## config.mk

```make
export PLATFORM = sky130hd
export DESIGN_NAME = sync_fifo_param
export DESIGN_NICKNAME = d
export VERILOG_FILES = /design/src/rtl/fifo_pkg.sv /design/src/rtl/fifo_mem_dp.sv /design/src/rtl/sync_fifo_param.sv
export SDC_FILE = /design/constraint.sdc
export NUM_CORES = 1
export LEC_CHECK = 0
export CAP_MARGIN = 20
export CORE_ASPECT_RATIO = 0.9
export CORE_MARGIN = 1.5
export CORE_UTILIZATION = 29
export DETAILED_ROUTE_END_ITERATION = 8
export HOLD_SLACK_MARGIN = 0.12
export PLACE_DENSITY = 0.56
export SLEW_MARGIN = 20
export SYNTH_ARGS = -nofsm -noshare
export SYNTH_HDL_FRONTEND = slang
export SYNTH_SLANG_ARGS = --single-unit
```

## constraint.sdc

```tcl
create_clock -name clk -period 5 [get_ports clk]
set_input_delay 1.25 -clock clk [delete_from_list [all_inputs] [get_ports clk]]
set_output_delay 1.25 -clock clk [all_outputs]
set_load 0.1 [all_outputs]
```

## src/rtl/fifo_pkg.sv

```systemverilog
// Shared constants and width helpers for the synchronous FIFO family.
package fifo_pkg;

  localparam int DEF_DATA_W = 32;
  localparam int DEF_DEPTH  = 8;

  function automatic int clog2(input int value);
    int r;
    int v;
    r = 0;
    v = value - 1;
    while (v > 0) begin
      r = r + 1;
      v = v >> 1;
    end
    return r;
  endfunction

  // One extra bit over the storage index so full and empty can be told apart.
  localparam int DEF_PTR_W = clog2(DEF_DEPTH) + 1;

endpackage

```

## src/rtl/fifo_mem_dp.sv

```systemverilog
// Simple dual-port storage: one write port, one registered read port, no reset.
module fifo_mem_dp
  import fifo_pkg::*;
#(
  parameter  int DATA_W = DEF_DATA_W,
  parameter  int DEPTH  = DEF_DEPTH,
  localparam int ADDR_W = clog2(DEPTH)
) (
  input  logic              clk,
  input  logic              wr_en_i,
  input  logic [ADDR_W-1:0] wr_addr_i,
  input  logic [DATA_W-1:0] wr_data_i,
  input  logic              rd_en_i,
  input  logic [ADDR_W-1:0] rd_addr_i,
  output logic [DATA_W-1:0] rd_data_o
);

  logic [DATA_W-1:0] mem_q [DEPTH];
  logic [DATA_W-1:0] rd_data_q;

  // Read-before-write on a shared address, which the full-FIFO read+write case needs.
  always_ff @(posedge clk) begin
    if (wr_en_i) mem_q[wr_addr_i] <= wr_data_i;
    if (rd_en_i) rd_data_q <= mem_q[rd_addr_i];
  end

  assign rd_data_o = rd_data_q;

endmodule

```

## src/rtl/sync_fifo_param.sv

```systemverilog
// Parametrised single-clock FIFO with occupancy flags and a registered read path.
// Define SYNC_FIFO_ERR_FLAGS_EN to add sticky overflow/underflow outputs.
module sync_fifo_param
  import fifo_pkg::*;
#(
  parameter  int DATA_W = DEF_DATA_W,
  parameter  int DEPTH  = DEF_DEPTH,
  parameter  int AF_LVL = 6,
  parameter  int AE_LVL = 1,
  localparam int ADDR_W = clog2(DEPTH)
) (
  input  logic              clk,
  input  logic              rst,
  input  logic              wr_en,
  input  logic [DATA_W-1:0] wr_data,
  input  logic              rd_en,
  output logic [DATA_W-1:0] rd_data,
  output logic              rd_valid,
  output logic              full,
  output logic              empty,
  output logic              almost_full,
  output logic              almost_empty,
  output logic [ADDR_W:0]   count
`ifdef SYNC_FIFO_ERR_FLAGS_EN
  ,
  output logic              overflow,
  output logic              underflow
`endif
);

  localparam logic [ADDR_W:0] AF_CNT = (ADDR_W+1)'(AF_LVL);
  localparam logic [ADDR_W:0] AE_CNT = (ADDR_W+1)'(AE_LVL);

  logic [ADDR_W:0]   wr_ptr_q, wr_ptr_d;
  logic [ADDR_W:0]   rd_ptr_q, rd_ptr_d;
  logic [ADDR_W:0]   count_q, count_d;
  logic              rd_valid_q;
  logic              rd_seen_q;
  logic              rd_acc, wr_acc;
  logic [DATA_W-1:0] mem_rdata;

  assign empty        = (wr_ptr_q == rd_ptr_q);
  assign full         = (wr_ptr_q[ADDR_W] != rd_ptr_q[ADDR_W]) &&
                        (wr_ptr_q[ADDR_W-1:0] == rd_ptr_q[ADDR_W-1:0]);
  assign almost_full  = (count_q >= AF_CNT);
  assign almost_empty = (count_q <= AE_CNT);
  assign count        = count_q;
  assign rd_valid     = rd_valid_q;

  always_comb begin
    rd_acc   = rd_en && !empty;
    wr_acc   = wr_en && (!full || rd_acc);
    wr_ptr_d = wr_acc ? wr_ptr_q + 1'b1 : wr_ptr_q;
    rd_ptr_d = rd_acc ? rd_ptr_q + 1'b1 : rd_ptr_q;
    count_d  = count_q;
    case ({wr_acc, rd_acc})
      2'b10:   count_d = count_q + 1'b1;
      2'b01:   count_d = count_q - 1'b1;
      default: count_d = count_q;
    endcase
  end

  always_ff @(posedge clk or posedge rst) begin
    if (rst) begin
      wr_ptr_q   <= '0;
      rd_ptr_q   <= '0;
      count_q    <= '0;
      rd_valid_q <= 1'b0;
      rd_seen_q  <= 1'b0;
    end else begin
      wr_ptr_q   <= wr_ptr_d;
      rd_ptr_q   <= rd_ptr_d;
      count_q    <= count_d;
      rd_valid_q <= rd_acc;
      rd_seen_q  <= rd_seen_q | rd_acc;
    end
  end

  // The RAM output register has no reset; mask it until a read lands after reset.
  assign rd_data = rd_seen_q ? mem_rdata : '0;

  fifo_mem_dp #(
    .DATA_W (DATA_W),
    .DEPTH  (DEPTH)
  ) u_mem (
    .clk       (clk),
    .wr_en_i   (wr_acc),
    .wr_addr_i (wr_ptr_q[ADDR_W-1:0]),
    .wr_data_i (wr_data),
    .rd_en_i   (rd_acc),
    .rd_addr_i (rd_ptr_q[ADDR_W-1:0]),
    .rd_data_o (mem_rdata)
  );

`ifdef SYNC_FIFO_ERR_FLAGS_EN
  logic overflow_q, underflow_q;

  always_ff @(posedge clk or posedge rst) begin
    if (rst) begin
      overflow_q  <= 1'b0;
      underflow_q <= 1'b0;
    end else begin
      if (wr_en && full && !rd_acc) overflow_q  <= 1'b1;
      if (rd_en && empty)           underflow_q <= 1'b1;
    end
  end

  assign overflow  = overflow_q;
  assign underflow = underflow_q;
`endif

endmodule

```

==> results.toml, run 1 <==
[sta]
rsz0062_at_grt = "false"
fin_crit_sh_pct = 84.19
relSlewSlack_pct = 31.78
worst_pin_slew_ns = 1.023
slew_viol_final = 0
min_period_ns = 4.209
holdWs_ns = 0.5207
tns_ns = 0
worst_slack_ns = 0.7907
finClkSkew_ns = 0.02528
max_clock_freq_ghz = 0.2376
finalHoldViolations = 0
setup_viol = 0

[finish]
antennaDiodeCount = 0
fin_nets = 676
fillCellCount = 3733
stdcell_area_mm2 = 0.01420
area.growth.synth_to_final_pct = 20.79
drive_above_1_share_pct = 25.19

[power]
p_sw_share_pct = 37.17
finalPower_mw = 9.521
combPwrFrac_pct = 38.1
leakage_nw = 4.558
clkPwrFrac_pct = 23.8
p_int_mw = 5.982
pwr-share-seq_pct = 38.0
peakVddDrop_mv = 0.4609
p_switching_mw = 3.539
p_per_area_mw_per_mm2 = 670.5

[synth]
synthAdderAreaFrac_pct = 0.6386
yosys_warnings = 0
ys_types = 35
postSynthAreaPerCell_um2 = 22.10
synth_top_area_cell = "edfxtp_1"
ys_ff_latch = 302
synth_mux_area_share_pct = 15.61
synthFlopType = "edfxtp_1"
synth_top_area_share_pct = 73.56
async_reset_ff_share_pct = 4.636
seq_area_frac_synth_pct = 76.54
synthXorXnorAreaFrac_pct = 1.298
synth_top_family_by_area = "multiplexers"
synth_cells = 532
syn_nets = 574
synth_area_mm2 = 0.01176
synth-simple-area-share_pct = 3.374
synth_common_cells = "288 x edfxtp_1, 55 x mux4_2, 33 x and2_1, 32 x mux2_2, 14 x dfrtp_1"
yosys.cell_count.top_type = "edfxtp_1"
synth_compound_area_share_pct = 0.7663
synth_area_leaders = "edfxtp_1 74%, mux4_2 11%, mux2_2 3.1%, dfrtp_1 3.0%, mux4_1 2.0%"
synth_edf_count = 288

[placement]
io_buffers = 76
dp_hpwl_mm = 13.24
gp_congestion = 0.7181
place_ws_ns = 1.298
dpl-instance-area_mm2 = 0.01320

[floorplan]
die_area_mm2 = 0.04176
chipWidth_um = 215.2
start_util_pct = 29.60
core_area_mm2 = 0.03971
io_pins = 77
die_h_um = 194.0
num_rows = 69

[clock_network]
htreeDepth = 2
clockBufferDepth = 3
post_cts_buffers = 0
root_buffer = "clkbuf_16"
clock_sinks = 302
cts_made_buffers = 34
cts_tree = "built"
clk_latency_ns = 0.51
cts.clk_slew.worst_paths_ns = 0.06
post_cts_resize_count = 0
holdBufCountCts = 0

[run]
maxCapViolations = 0

[routing]
vias = 5315
drc = 0
drtPass1Iterations = 4
wl_per_cell_um = 20.06
drt_iter0_drc = 388
via_per_inst = 4.478
ant_nets = 0
routed_wl_mm = 23.82

[critical_path]
critPathBufInv = 1
critPathMaxFanout = 21
cpMaxStageDelayCell = "clkdlybuf4s50_1"
endpoint_kind = "primary output"
path_delay_family = "buffers and inverters"
critPathKind = "reg -> out"
crit_path_start_kind = "flip-flop"
crit_arrival_ns = 2.96
cpPeakStageDelay_ns = 1.17
cp_cell_sequence = "xnor2_2 -> nand3_2 -> nor2_1 -> clkdlybuf4s50_1"
cp.required_ns = 3.75

[grt]
antenna_found_initial = 3
grt_start_max_net_pins = 68
first_global_vias = 5619
grt_usage_pct = 11.54
grt_pass1_wl_mm = 36.20
globalRoute.totalOverflow = 0

[status]
outcome = "completed"

[min_path]
min_path_type = "reg -> reg"
[path summary, 6_finish.rpt]
| check | cells past startpoint | from | endpoint | slack, ns |
|---|---|---|---|---|
| setup / recovery | 4 | rd_ptr_q[0] | full | 0.79 |
| hold / removal | 1 | count[3] | count[3] | 0.52 |
| setup reg to reg | 3 | rd_ptr_q[0] | u_mem.rd_data_o[1] | 2.22 |
| hold reg to reg | 1 | count[3] | count[3] | 0.52 |
| max in group asynchronous | 2 | rst | rd_ptr_q[0] | 3.45 |
| min in group asynchronous | 2 | rst | rd_ptr_q[2] | 1.11 |
[registers in the layout, summed over array words and instances, names as in the netlist]
name             flops
u_mem.mem_q        256
u_mem.rd_data_o     32
count                4
rd_ptr_q             4
wr_ptr_q             4
rd_seen_q            1
rd_valid             1
[stage by stage]
step / utilization, % / std cells
after floorplan: - / 532
after global placement: 33.24 / 1130
after detailed placement: 33.24 / 1130
after CTS: 35.76 / 1187
after global routing: 35.76 / 1187
final: 35.76 / 1187
[cell type report]
cell class	instances	area, um2	share of cell area (%)
multi-input combinational	197	2600	18.31
clock inverter	16	100.1	0.7049
inverter	7	26.28	0.1850
timing repair buffer	92	900.9	6.344
tap	532	665.6	4.688
sequential	302	9009	63.44
clock buffer	41	898.4	6.327
[power groups by stage]
stage | clock, mW | sequential [mW] | combinational (mW)
6_report | 2.27 | 3.62 | 3.63
3_3_place_gp | 0 | 3.68 | 3.69
4_1_cts | 2.33 | 3.64 | 3.70
5_1_grt | 2.43 | 3.68 | 3.86
3_5_place_dp | 0 | 3.69 | 3.68
2_1_floorplan | 0 | 3.68 | 2.78
[metal layers]
layer | up-vias | GRT usage (%) | wire (um)
met1 | 2779 | 16.33 | 11250
met2 | 118 | 17.95 | 10920
li1 | 2370 | - | -
met4 | 4 | 2.953 | 424
met5 | - | 0 | 27
met3 | 44 | 2.635 | 1193
[cell families (layout without fill, tap and decap cells)]
logic type               after synthesis  count (layout)
flip-flops                           302             302
multiplexers                          96              96
AND/OR/NAND/NOR                       72              72
buffers and inverters                 33             156
XOR/XNOR                              14              14
AO/OA/AOI/OAI                          9               9
adder cells (fa/ha/maj)                6               6
[cell usage in the layout (no fill, tap or decap), types with 2 or more instances in the layout]
cell,Yosys,layout
nand3_1,3,3
nor3_1,7,3
xnor2_1,9,9
ha_1,6,6
edfxtp_1,288,288
clkinv_2,0,3
nand2_1,11,11
nand2b_1,4,4
clkinv_1,0,10
dfrtp_1,14,10
nand4_1,3,3
nor3_2,0,4
nor2_1,7,5
dfrtp_4,0,2
mux4_2,55,55
mux2_2,32,32
mux4_1,9,9
clkbuf_1,10,6
buf_12,3,2
nor2_4,0,2
clkbuf_16,0,35
inv_2,1,2
and2_1,33,33
buf_4,0,16
clkdlybuf4s50_1,0,74
inv_1,6,5
dfrtp_2,0,2
xnor2_2,4,4
No activity file was read; power rests on OpenSTA's default activity.
==> inputs of run 2 (changes only) <==
clock period = 4.4 ns   (was 5 ns; I/O delays follow)
==> run 2 against run 1 <==
Compared with the run above: critical endpoint is now almost_empty; utilization shrank 0.21 points; largest cell class unchanged; global-route usage shrank 0.27 points; count of clock-buffer cells in the layout grew 6; via count is essentially flat.
==> results.toml, run 2 (same netlist as run 1, synthesis figures left out) <==
[min_path]
min-delay-start = "count[3]"
min_path_type = "reg -> reg"

[routing]
wl_per_cell_um = 19.49
drtPass1Iterations = 4
ant_nets = 0
drc = 0
via_per_inst = 4.467
routed_wl_mm = 23.20
vias = 5316
drt_iter0_drc = 445

[clock_network]
clockBufferDepth = 3
cts.clk_slew.worst_paths_ns = 0.05
post_cts_buffers = 0
clock_sinks = 302
cts_made_buffers = 34
holdBufCountCts = 0
root_buffer = "clkbuf_16"
cts_tree = "built"
post_cts_resize_count = 0
clk_latency_ns = 0.51
htreeDepth = 2

[sta]
slew_viol_final = 0
setup_viol = 0
fin_crit_sh_pct = 85.60
max_clock_freq_ghz = 0.2655
finClkSkew_ns = 0.01484
rsz0062_at_grt = "false"
relSlewSlack_pct = 31.69
tns_ns = 0
min_period_ns = 3.766
worst_pin_slew_ns = 1.025
finalHoldViolations = 0

[finish]
final_util_pct = 35.54
drive_above_1_share_pct = 30.24
mostFrequentLayoutCells = "288 x edfxtp_1, 55 x mux4_2, 50 x buf_4"
antennaDiodeCount = 0
final_common_cell = "edfxtp_1"
largest_reg_flops = 256
regMostFlops = "u_mem.mem_q"
fin_nets = 678
area.growth.synth_to_final_pct = 20.06

[critical_path]
crit_arrival_ns = 2.67
rr_startpoint = "rd_ptr_q[0]"
r2r_setup_slack_ns = 1.76
r2r_end = "u_mem.mem_q[6][13]"
crit_start = "count[1]"
cp.required_ns = 3.30
reg2reg_depth = 6
critPathCapture = "almost_empty"
critPathKind = "reg -> out"
crit_path_start_kind = "flip-flop"
endpoint_kind = "primary output"
critPathMaxFanout = 7

[grt]
busiest_layer = "met2"
grt_pass1_wl_mm = 35.84
met1_usage_pct = 15.87
grt_start_max_net_pins = 68
grt_usage_pct = 11.26
use_met3_pct = 2.949
globalRoute.totalOverflow = 0
first_global_vias = 5729
grtUsageMet2_pct = 17.54
antenna_found_initial = 0

[status]
outcome = "completed"

[power]
peakVddDrop_mv = 0.5640
leakage_nw = 4.584
p_per_area_mw_per_mm2 = 757.9

[floorplan]
chipWidth_um = 215.2
die_h_um = 194.0
die_area_mm2 = 0.04176
start_util_pct = 29.60
io_pins = 77
num_rows = 69
core_area_mm2 = 0.03971

[placement]
gp_congestion = 0.6838
io_buffers = 76
dp_hpwl_mm = 13.48

[run]
maxCapViolations = 0
## run 2: changes by cell type in the layout (fill, tap and decap cells not counted), sizes merged
| cell | change |
|---|---|
| clkinv | -5 |
| inv | +1 |
| clkdlybuf4s50 | -32 |
| buf | +34 |
| bufinv | -1 |
| clkbuf | +6 |
## run 2: metrics by stage
| step | std cells | hold WS, ns | power [mW] | setup slack (ns) | area (um2) |
|---|---|---|---|---|---|
| after floorplan | 532 | 0.4964 | 7.348 | 0.08942 | 11770 |
| after global routing | 1190 | 0.5450 | 11.20 | 0.4836 | 14110 |
| after global placement | 1132 | 0.5178 | 8.324 | 0.9161 | 13150 |
| after detailed placement | 1132 | 0.5176 | 8.348 | 0.8795 | 13150 |
| after CTS | 1190 | 0.5291 | 10.87 | 0.5958 | 14110 |
| final | 1190 | 0.5290 | 10.70 | 0.6338 | 14110 |
## run 2: area by class of cell
type	count	area [um2]
fillers	3693	25600
flip-flops and latches	302	9007
multi-input cells	197	2611
clock buffers	47	899.6
repair buffers	94	835.8
well taps	532	665.6
clock inverters	11	68.82
inverters	7	26.28
## run 2: layer usage
| metal | up-vias | part of all wire (%) |
|---|---|---|
| li1 | 2379 | - |
| met1 | 2806 | 48 |
| met2 | 97 | 46 |
| met3 | 34 | 4.3 |
| met4 | 0 | 1.4 |
| met5 | - | 0 |
## run 2: where the power goes
part           internal, mW  total [mW]  leakage, nW  switching, mW
Clock                  1.43        2.49        0.472           1.06
Sequential             3.85        4.13         2.80          0.275
Combinational          1.40        4.08         1.32           2.69
## run 2: worst max-delay path, cell delays in order, from the launching register on
cell and delay, ns:
dfrtp_1 0.46, inv_1 0.18, ha_1 0.20, nor2_1 0.06, nor3_2 0.12, clkdlybuf4s50_1 1.16
## run 2: worst min path at each step
stage	to	cells past startpoint	slack, ns
finish	count[3]	1	0.53
global route	count[3]	1	0.54
CTS	count[3]	1	0.53
detailed placement	count[3]	1	0.52
global placement	count[3]	1	0.52
floorplan	rd_ptr_q[3]	1	0.50
